===== src/rtl/pll_dyn_ctrl.sv =====
// rtl/pll_dyn_ctrl.sv - EHXPLLL dynamic phase-shift sequencer with filtered lock and sticky errors
module pll_dyn_ctrl #(
    parameter int CHANNELS     = 4,
    parameter int STEP_WIDTH   = 8,
    parameter int LOCK_FILTER  = 1024,
    parameter int PULSE_CYCLES = 4
) (
    input  logic                  clk,
    input  logic                  resetn,
    input  logic                  pll_lock_in,
    input  logic                  cmd_valid,
    output logic                  cmd_ready,
    input  logic [1:0]            cmd_channel,
    input  logic                  cmd_dir,
    input  logic [STEP_WIDTH-1:0] cmd_steps,
    output logic [1:0]            phasesel,
    output logic                  phasedir,
    output logic                  phasestep,
    output logic                  phaseloadreg,
    output logic                  locked_stable,
    output logic                  busy,
    output logic                  err_lock_lost,
    output logic                  err_bad_channel,
    input  logic                  err_clear
);
    localparam int LW = $clog2(LOCK_FILTER + 1);
    localparam int PW = $clog2(PULSE_CYCLES + 1);
    localparam logic [LW-1:0] LOCK_MAX = LW'(LOCK_FILTER);
    localparam logic [PW-1:0] PHASE_LAST = PW'(PULSE_CYCLES - 1);
    localparam logic [STEP_WIDTH-1:0] LAST_STEP = STEP_WIDTH'(1);

    typedef enum logic [2:0] {S_IDLE, S_SETUP, S_STEP_LO, S_STEP_HI, S_SETTLE} state_t;

    logic                  r_sync1;
    logic                  r_sync2;
    logic [LW-1:0]         r_lock_cnt;
    state_t                r_state;
    logic [PW-1:0]         r_pcnt;
    logic [STEP_WIDTH-1:0] r_remain;
    logic [1:0]            r_sel;
    logic                  r_dir;
    logic                  r_step;
    logic                  r_busy;
    logic                  r_err_lock;
    logic                  r_err_bad;

    logic                  w_locked;
    logic                  w_accept;
    logic                  w_bad_chan;
    logic                  w_phase_done;
    logic                  w_lock_lost;
    logic [31:0]           w_chan_ext;

    assign w_locked     = (r_lock_cnt == LOCK_MAX);
    assign w_accept     = cmd_valid & cmd_ready;
    assign w_chan_ext   = {30'd0, cmd_channel};
    assign w_bad_chan   = (w_chan_ext >= 32'(CHANNELS));
    assign w_phase_done = (r_pcnt == PHASE_LAST);
    assign w_lock_lost  = (r_state != S_IDLE) && !w_locked;

    always_ff @(posedge clk or negedge resetn) begin
        if (!resetn) begin
            r_sync1    <= 1'b0;
            r_sync2    <= 1'b0;
            r_lock_cnt <= '0;
        end else begin
            r_sync1 <= pll_lock_in;
            r_sync2 <= r_sync1;
            if (!r_sync2) begin
                r_lock_cnt <= '0;
            end else if (!w_locked) begin
                r_lock_cnt <= r_lock_cnt + 1'b1;
            end
        end
    end

    // phasestep and busy are registered with the state so the PLL never sees decode glitches
    always_ff @(posedge clk or negedge resetn) begin
        if (!resetn) begin
            r_state  <= S_IDLE;
            r_pcnt   <= '0;
            r_remain <= '0;
            r_sel    <= 2'd0;
            r_dir    <= 1'b1;
            r_step   <= 1'b1;
            r_busy   <= 1'b0;
        end else if (r_state == S_IDLE) begin
            r_pcnt <= '0;
            if (w_accept) begin
                r_sel    <= cmd_channel;
                r_dir    <= cmd_dir;
                r_remain <= cmd_steps;
                if (!w_bad_chan && (cmd_steps != '0)) begin
                    r_state <= S_SETUP;
                    r_busy  <= 1'b1;
                end
            end
        end else if (w_lock_lost) begin
            r_state  <= S_IDLE;
            r_busy   <= 1'b0;
            r_step   <= 1'b1;
            r_remain <= '0;
            r_pcnt   <= '0;
        end else if (!w_phase_done) begin
            r_pcnt <= r_pcnt + 1'b1;
        end else begin
            r_pcnt <= '0;
            case (r_state)
                S_SETUP: begin
                    r_state <= S_STEP_LO;
                    r_step  <= 1'b0;
                end
                S_STEP_LO: begin
                    r_state <= S_STEP_HI;
                    r_step  <= 1'b1;
                end
                S_STEP_HI: begin
                    r_remain <= r_remain - 1'b1;
                    if (r_remain != LAST_STEP) begin
                        r_state <= S_STEP_LO;
                        r_step  <= 1'b0;
                    end else begin
                        r_state <= S_SETTLE;
                    end
                end
                default: begin
                    r_state <= S_IDLE;
                    r_busy  <= 1'b0;
                end
            endcase
        end
    end

    // a set event in the same cycle as err_clear leaves the flag set
    always_ff @(posedge clk or negedge resetn) begin
        if (!resetn) begin
            r_err_lock <= 1'b0;
            r_err_bad  <= 1'b0;
        end else begin
            if (w_lock_lost) begin
                r_err_lock <= 1'b1;
            end else if (err_clear) begin
                r_err_lock <= 1'b0;
            end
            if (w_accept && w_bad_chan) begin
                r_err_bad <= 1'b1;
            end else if (err_clear) begin
                r_err_bad <= 1'b0;
            end
        end
    end

    assign cmd_ready       = (r_state == S_IDLE) && w_locked;
    assign phasesel        = r_sel;
    assign phasedir        = r_dir;
    assign phasestep       = r_step;
    assign phaseloadreg    = 1'b1;
    assign locked_stable   = w_locked;
    assign busy            = r_busy;
    assign err_lock_lost   = r_err_lock;
    assign err_bad_channel = r_err_bad;
endmodule


===== config.mk =====
export PLATFORM = sky130hd
export DESIGN_NAME = pll_dyn_ctrl
export DESIGN_NICKNAME = d
export VERILOG_FILES = /design/src/rtl/pll_dyn_ctrl.sv
export SDC_FILE = /design/constraint.sdc
export NUM_CORES = 1
export LEC_CHECK = 0
export ABC_AREA = 1
export CAP_MARGIN = 30
export CELL_PAD_IN_SITES_DETAIL_PLACEMENT = 2
export CELL_PAD_IN_SITES_GLOBAL_PLACEMENT = 2
export CORE_MARGIN = 5
export CORE_UTILIZATION = 34
export CTS_CLUSTER_DIAMETER = 60
export DETAILED_ROUTE_END_ITERATION = 10
export HOLD_SLACK_MARGIN = 0.03
export PLACE_DENSITY_LB_ADDON = 0.1
export SYNTH_ARGS = -nofsm -noshare
export SYNTH_HDL_FRONTEND = slang
export SYNTH_SLANG_ARGS = --single-unit

===== constraint.sdc =====
create_clock -name clk -period 3.6 [get_ports clk]
set_clock_uncertainty 0.05 [all_clocks]
set_input_delay 1.08 -clock clk [delete_from_list [all_inputs] [get_ports clk]]
set_output_delay 1.08 -clock clk [all_outputs]
set_load 0.03 [all_outputs]

# [After elaboration in Yosys (flattened, before gate mapping)]
# Index checks and enable logic that the tools add are counted.
[word_totals] wordCells=80 regBits=34
[op_classes] n_eq_ne=11 bitwise=2 n_addsub=3 muxes=30 reduce_logical=21 magnitude_cmp=1
[ops] cell="8-bit two-way mux" n=5
[ops] cell="3-bit two-way mux" n=9
[ops] cell="11-bit two-way mux" n=2
[ops] cell="1-bit two-way mux" n=12
[ops] cell="11-bit by 1-bit adder with 11-bit output (second input constant)" n=1
[ops] cell="11-bit == test (second input constant)" n=1
[ops] cell="3-bit by 2-bit == test with 1-bit output (second input constant)" n=3
[ops] cell="3-bit one-hot mux with 3 select lines" n=1
[ops] cell="3-bit nonzero test" n=3
[ops] cell="8-bit by 1-bit != test with 1-bit output (second input constant)" n=1
[ops] cell="4-bit AND reduction" n=2
[ops] cell="8-bit nonzero test" n=1
[ops] cell="8-bit by 1-bit subtractor with 8-bit output (second input constant)" n=1
[ops] cell="3-bit AND reduction" n=2
[ops] cell="2-bit nonzero test" n=3
[ops] cell="1-bit logical AND" n=4
[ops] cell="2-bit != test (second input constant)" n=2
[ops] cell="4-bit nonzero test" n=1
[ops] cell="3-bit by 1-bit adder with 3-bit output (second input constant)" n=1
[ops] cell="3-bit by 1-bit == test with 1-bit output (second input constant)" n=1
[ops] cell="2-bit by 3-bit greater-or-equal comparator with 1-bit output (second input constant)" n=1
[ops] cell="3-bit logical NOT" n=1
[ops] cell="3-bit by 1-bit != test with 1-bit output (second input constant)" n=1
[ops] cell="3-bit != test (second input constant)" n=1
[ops] cell="other kinds (7)" n=8

# [Longest topological paths before layout]
# Gate-level depths: netlist of run 1.
[depth] depth_word=6 ltp_mapped=11

# [Least setup slack after synthesis of run 1]
# OpenSTA, ideal clock, no wires.
[synth_timing] path_type="register to output" startpoint="register r_lock_cnt[0]" endpoint="output locked_stable" path_stages_with_launch=8 path_slack_ns=1.221 arrival_ns=1.249 required_time_ns=2.470 path_cell_list="dfrtp_1 > inv_1 > ha_1 > nand2_1 > nor2_4 > inv_2 > nor2_4 > buf_4"
[synth_via] elab_chain_len=1
[synth_lines] element="from (decl)" line="36" source="logic [LW-1:0] r_lock_cnt;"
[synth_lines] element="from (signal assigned)" line="72" source="r_lock_cnt <= r_lock_cnt + 1'b1;"
[synth_lines] element="11-bit == test" line="54" source="assign w_locked = (r_lock_cnt == LOCK_MAX);"
[synth_lines] element="to (decl)" line="20" source="output logic locked_stable,"
# No other way between the ends.

# [Final worst setup path of run 1]
[layout_timing] startpoint="register r_lock_cnt[0]" endpoint="output cmd_ready"
[layout_via] elab_chain_len=2
[layout_lines] element="11-bit == test" line="54"
[layout_lines] element="1-bit logical AND" line="153" source="assign cmd_ready = (r_state == S_IDLE) && w_locked;"
[layout_lines] element="to (decl)" line="12" source="output logic cmd_ready,"
# No other way between the ends.

==> impl_metrics.py, run 1 <==
metrics = {
    "floorplanning": {
        "die_area_um2": 7568,
        "num_rows": 28,
        "core_um2": 5851,
        "initial_core_util": 0.3445,
        "die_w_um": 87.00,
        "design.portCount": 26,
        "fp.dieH_um": 87.00,
    },
    "critical_path": {
        "cp_slowest_cell": "clkdlybuf4s50_1",
        "cp_max_fo": 5,
        "worstPathArrival_ns": 2.21,
        "r2r_slack_ns": 1.51,
        "cp_top_family": "buffers and inverters",
        "cp-start-kind": "register",
        "cp-end-kind": "primary output",
        "cp_cell_sequence": "inv_1, ha_1, nand2_1, nor2_4, nand2_4, nor2_4, clkdlybuf4s50_1",
        "crit_type": "reg2out",
        "slowest_delay_ns": 0.70,
        "reg2reg_to": "r_remain[3]",
        "rr_startpoint": "r_lock_cnt[0]",
        "crit_required_ns": 2.47,
        "worst-r2r-cell-count": 12,
        "path_common_cell": "nor2_4",
        "cp_num_buf_inv": 2,
    },
    "clocking": {
        "clk_pin_slew_worst_paths_ns": 0.07,
        "cts_root_buf": "clkbuf_8",
        "cts_hold_buffers": 0,
        "htree_levels": 2,
        "cts_tree": "yes",
        "cts_sinks": 33,
        "postCtsSetupBuffers": 0,
        "clk_path_buf_depth": 2,
        "clock_latency_ns": 0.28,
        "numCtsBuffers": 5,
        "cts_resized": 0,
    },
    "grt": {
        "antenna_found_initial": 0,
        "grt-ovfl-total": 0,
        "grt_usage": 0.1754,
        "grt_pass1_wl_um": 10270,
        "grt_max_degree": 34,
        "grt_pass1_vias": 2077,
    },
    "timing": {
        "min_period_ns": 3.339,
        "setup_violations": 0,
        "drv_slew": 0,
        "tightest_slew_ns": 0.6108,
        "setup-tns-final_ns": 0,
        "setup_ws_ns": 0.2614,
        "hold_viol": 0,
        "fmax_ghz": 0.2995,
        "post-route-period-util": 0.9274,
        "max_slew_margin": 0.5896,
        "rsz0062_at_grt": "false",
    },
    "detailed_routing": {
        "wl_per_cell_um": 15.89,
        "vias": 1893,
        "viasPerCell": 5.021,
        "drt_iter0_drc": 49,
        "routed_wl_um": 5989,
        "antenna_left": 0,
        "post-route-drc-count": 0,
        "first_pass_iters": 4,
    },
    "yosys": {
        "syn_inst": 274,
        "synthesis.nets": 295,
        "synth_area_leaders": "dfrtp_1, nand2_1, nand3_1",
        "yosysSeqAreaShare": 0.4109,
        "synth-xor-area-share": 0.01304,
        "muxShareOfSynthArea": 0,
        "synth_top_area_share": 0.3849,
        "ys_ff_latch": 33,
        "synth_top_family_by_area": "simple AND/OR/NAND/NOR gates",
        "ys_warn_count": 0,
        "yosys.area_share.simple": 0.4066,
        "synth_compound_area_frac": 0.06083,
        "synth.cell_area_um2": 2016,
        "yosys.area.top_type": "dfrtp_1",
        "syn_avg_cell_area_um2": 7.357,
        "synth_fa_ha_area_frac": 0.03104,
        "synth.distinct_cells": 28,
    },
    "run_status": {
        "status": "complete, no violations",
    },
    "power_and_ir_drop": {
        "vdd_drop_max_uv": 141.1,
        "power_frac_comb": 0.075,
        "switchingPower_mw": 0.1732,
        "pwr-share-seq": 0.522,
        "p_leak_nw": 1.218,
        "clkPwrFrac": 0.403,
        "netSwitchingFraction": 0.2378,
        "powerDensity_nw_per_um2": 301.9,
        "intPower_mw": 0.5551,
    },
    "cells_and_area": {
        "antennaDiodeCount": 0,
        "multi_input_area_um2": 1039,
        "drive_gt1_frac": 0.1026,
        "final_area_um2": 2412,
        "ff_latch_area_um2": 828.3,
        "area_growth_pct": 19.68,
        "fillers": 694,
        "fin_nets": 322,
    },
    "placement": {
        "numPortBuffers": 23,
        "placedInstanceArea_um2": 2322,
        "gp_congestion": 0.8064,
        "pre_cts_slack_ns": 0.5650,
        "hpwl_um": 4614,
    },
    "worst_hold_path": {
        "hold_start": "r_sync1",
        "min_path_cells": 0,
        "whs_endpoint": "r_sync2",
        "hold_path_class": "reg2reg",
    },
    "flow_run": {
        "drv_cap": 0,
    },
}
[flip-flops by register name, summed over array words and instances (netlist names)]
register and flops:
r_pcnt 3, busy 1, r_state 3, phasesel 2, err_lock_lost 1, r_sync1 1
r_lock_cnt 11, r_sync2 1, phasestep 1, r_remain 8, phasedir 1
[stage by stage]
step           hold WS (ns)  std cells  utilization  power (mW)
5_1_grt              0.3192        377       0.4123      0.7706
4_1_cts              0.3155        377       0.4123      0.7435
3_3_place_gp         0.2870        369       0.3969      0.4409
3_5_place_dp         0.2989        369       0.3969      0.4422
6_report             0.3114        377       0.4123      0.7282
2_1_floorplan        0.2812        274            -      0.4091
[cell usage in the layout, fill, tap and decap left out, drive strengths merged]
cell type,n
dfrtp,31
clkbuf,8
xor2,3
nand2,90
o21bai,1
nor3,4
a211oi,1
conb,2
dfstp,2
nand3,31
nand4,6
clkdlybuf4s50,23
a21oi,10
nor4,1
buf,2
o21ai,9
or2,1
nand3b,2
nor2,37
ha,5
a31oi,2
inv,31
[cells by family (layout without fill, tap and decap cells)]
family	count (synthesis)	in the layout
other	2	2
AO/OA/AOI/OAI	23	23
AND/OR/NAND/NOR	172	172
buffers and inverters	36	64
adder cells (fa/ha/maj)	5	5
flip-flops	33	33
XOR/XNOR	3	3
[cell type report]
class	count	share of cell area
multi-input combinational	205	0.4305
inverter	31	0.04824
sequential	33	0.3434
timing repair buffer	25	0.1017
tap	75	0.03890
clock buffer	8	0.03734
[per-layer routing]
metal | track usage | share of wire
met2 | 0.2974 | 0.49
met5 | 0 | 0
met4 | 0.04674 | 0.013
met3 | 0.03500 | 0.027
met1 | 0.2264 | 0.47
[power by group through the flow]
stage | Combinational [mW] | Clock, mW | Sequential, mW
3_5_place_dp | 0.0554 | 0 | 0.387
5_1_grt | 0.0615 | 0.329 | 0.380
3_3_place_gp | 0.0548 | 0 | 0.386
4_1_cts | 0.0561 | 0.308 | 0.380
2_1_floorplan | 0.0239 | 0 | 0.385
6_report | 0.0546 | 0.294 | 0.380
[synthesized netlist by cell type, drive strengths merged]
master	instances
or2	1
o21ai	9
a21oi	10
buf	5
nor4	1
nor3	4
nand3b	2
conb	2
dfstp	2
dfrtp	31
ha	5
a31oi	2
a211oi	1
inv	31
nor2	37
nand4	6
xor2	3
o21bai	1
nand3	31
nand2	90
[worst reg2reg max path: stages, from the launching register on]
cell and delay [ns]:
dfrtp_1 0.41, inv_1 0.11, ha_1 0.18, nand2_1 0.09
nor2_4 0.20, inv_2 0.06, nor2_4 0.09, buf_4 0.21
nand3_2 0.16, nand2_4 0.18, nand2_4 0.11, nand2_1 0.09
nand2_1 0.05
[how the worst max path moves through the flow]
stage | depth (start not counted) | to | startpoint
floorplan | 7 | locked_stable | r_lock_cnt[0]
global placement | 7 | cmd_ready | r_lock_cnt[0]
detailed placement | 7 | cmd_ready | r_lock_cnt[0]
CTS | 7 | cmd_ready | r_lock_cnt[0]
global route | 7 | cmd_ready | r_lock_cnt[0]
finish | 7 | cmd_ready | r_lock_cnt[0]
Power figures use the tool's default switching activity.
==> run 2: changes to the inputs <==
CORE_UTILIZATION = 33   (was 34)
==> run 2 against run 1 <==
Power decreased by 2.0%. Critical path depth is the same. Die area is 2.7% higher. Core utilization fell by 0.61 points. Critical path type unchanged. Wire length is 3.3% lower. First-iteration DRC count increased by 6.1%. Combinational power about the same. Fmax fell by 0.42%. Flip-flop and latch count did not move. Worst hold slack lost 0.0088 ns.
==> impl_metrics.py, run 2 (synthesis gave the netlist of run 1 again) <==
metrics = {
    "run_status": {
        "status": "complete, no violations",
    },
    "power_and_ir_drop": {
        "p_leak_nw": 1.217,
        "switchingPower_mw": 0.1802,
        "power_frac_comb": 0.077,
        "pwr-share-seq": 0.532,
        "clkPwrFrac": 0.391,
        "vdd_drop_max_uv": 173.1,
        "powerDensity_nw_per_um2": 296.6,
        "netSwitchingFraction": 0.2526,
        "intPower_mw": 0.5332,
    },
    "timing": {
        "fmax_ghz": 0.2983,
        "rsz0062_at_grt": "false",
        "drv_slew": 0,
        "setup-tns-final_ns": 0,
        "hold_viol": 0,
        "post-route-period-util": 0.9313,
        "tightest_slew_ns": 0.5746,
        "min_period_ns": 3.353,
        "setup_violations": 0,
        "max_slew_margin": 0.6140,
    },
    "floorplanning": {
        "fp.dieH_um": 88.16,
        "core_um2": 5921,
        "die_w_um": 88.16,
        "design.portCount": 26,
        "initial_core_util": 0.3404,
        "num_rows": 28,
        "die_area_um2": 7771,
    },
    "detailed_routing": {
        "vias": 1873,
        "routed_wl_um": 5790,
        "post-route-drc-count": 0,
        "wl_per_cell_um": 15.36,
        "viasPerCell": 4.968,
        "antenna_left": 0,
        "drt_iter0_drc": 52,
        "first_pass_iters": 4,
    },
    "critical_path": {
        "rr_startpoint": "r_lock_cnt[0]",
        "slowest_delay_ns": 0.70,
        "cp-start-kind": "register",
        "crit_type": "reg2out",
        "path_common_cell": "nor2_4",
        "worstPathArrival_ns": 2.22,
        "cp-end-kind": "primary output",
        "crit_required_ns": 2.47,
        "reg2reg_to": "r_remain[2]",
        "cp_cell_sequence": "inv_1, ha_1, nand2_1, nor2_4, nand2_4, nor2_4, clkdlybuf4s50_1",
        "worst-r2r-cell-count": 12,
        "cp_slowest_cell": "clkdlybuf4s50_1",
        "cp_max_fo": 5,
        "r2r_slack_ns": 1.52,
    },
    "cells_and_area": {
        "fin_nets": 322,
        "largest_reg_flops": 11,
        "antennaDiodeCount": 0,
        "fillers": 726,
        "final_cell_mix": "nand2_1, dfrtp_1, nor2_1",
        "drive_gt1_frac": 0.1060,
        "final_common_cell": "nand2_1",
        "regMostFlops": "r_lock_cnt",
        "top_regs": "r_lock_cnt x11, r_remain x8",
        "final_area_um2": 2405,
        "area_growth_pct": 19.30,
        "final_cells": 377,
    },
    "placement": {
        "numPortBuffers": 23,
        "placedInstanceArea_um2": 2322,
        "gp_congestion": 0.7847,
        "dp.cells": 369,
        "hpwl_um": 4519,
    },
    "worst_hold_path": {
        "min_path_cells": 0,
        "hold_path_class": "reg2reg",
        "hold_start": "r_sync1",
        "whs_endpoint": "r_sync2",
    },
    "clocking": {
        "cts_tree": "yes",
        "postCtsSetupBuffers": 0,
        "cts_root_buf": "clkbuf_8",
        "cts_resized": 0,
        "cts_sinks": 33,
        "clock_latency_ns": 0.28,
        "numCtsBuffers": 5,
        "cts_hold_buffers": 0,
        "htree_levels": 2,
        "clk_path_buf_depth": 2,
        "clk_pin_slew_worst_paths_ns": 0.07,
    },
    "grt": {
        "antenna_found_initial": 0,
        "grt_usage": 0.1669,
        "grt-ovfl-total": 0,
        "grt_max_degree": 34,
        "grt_pass1_vias": 2040,
        "grt_pass1_wl_um": 9977,
    },
    "flow_run": {
        "drv_cap": 0,
    },
}
==> run 2: per-stage QoR <==
stage / util / worst slack (ns) / power [mW] / hold slack (ns)
6_report: 0.4062 / 0.2474 / 0.7134 / 0.3025
5_1_grt: 0.4062 / 0.08309 / 0.7541 / 0.3247
4_1_cts: 0.4062 / 0.2098 / 0.7253 / 0.3051
3_5_place_dp: 0.3922 / 0.5616 / 0.4429 / 0.2881
3_3_place_gp: 0.3922 / 0.6149 / 0.4412 / 0.2857
2_1_floorplan: - / 1.221 / 0.4091 / 0.2812
==> run 2: how the worst max path moves through the flow <==
stage,start,end,depth (start not counted)
floorplan,r_lock_cnt[0],locked_stable,7
global placement,r_lock_cnt[0],cmd_ready,7
finish,r_lock_cnt[0],cmd_ready,7
CTS,r_lock_cnt[0],cmd_ready,7
global route,r_lock_cnt[0],cmd_ready,7
detailed placement,r_lock_cnt[0],cmd_ready,7
==> run 2: power by group through the flow <==
stage	logic, mW	clock network [mW]	registers [mW]
floorplan	0.0239	0	0.385
global placement	0.0550	0	0.386
detailed placement	0.0563	0	0.387
CTS	0.0568	0.289	0.379
global route	0.0615	0.312	0.380
finish	0.0548	0.279	0.379
==> run 2: layer usage <==
| metal | global-route usage | vias to the layer above | share of wire |
|---|---|---|---|
| met5 | 0 | - | 0 |
| met4 | 0.03984 | 0 | 0.0097 |
| li1 | - | 923 | - |
| met3 | 0.03481 | 5 | 0.032 |
| met1 | 0.2269 | 916 | 0.48 |
| met2 | 0.2726 | 29 | 0.48 |
==> run 2: worst max-delay path, delay by kind of cell, from the launching register on <==
kind | cells | cell delay [ns]
buffers and inverters | 2 | 0.81
AND/OR/NAND/NOR | 4 | 0.53
flip-flops | 1 | 0.41
adder cells (fa/ha/maj) | 1 | 0.18
==> run 2: final cells by class <==
cell class / count / area (um^2) / share of cell area
multi-input combinational: 205 / 1039 / 0.4318
sequential: 33 / 828.3 / 0.3444
timing repair buffer: 25 / 245.2 / 0.1020
inverter: 31 / 116.4 / 0.04839
tap: 75 / 93.84 / 0.03902
clock buffer: 6 / 72.57 / 0.03018
clock inverter: 2 / 10.01 / 0.004162
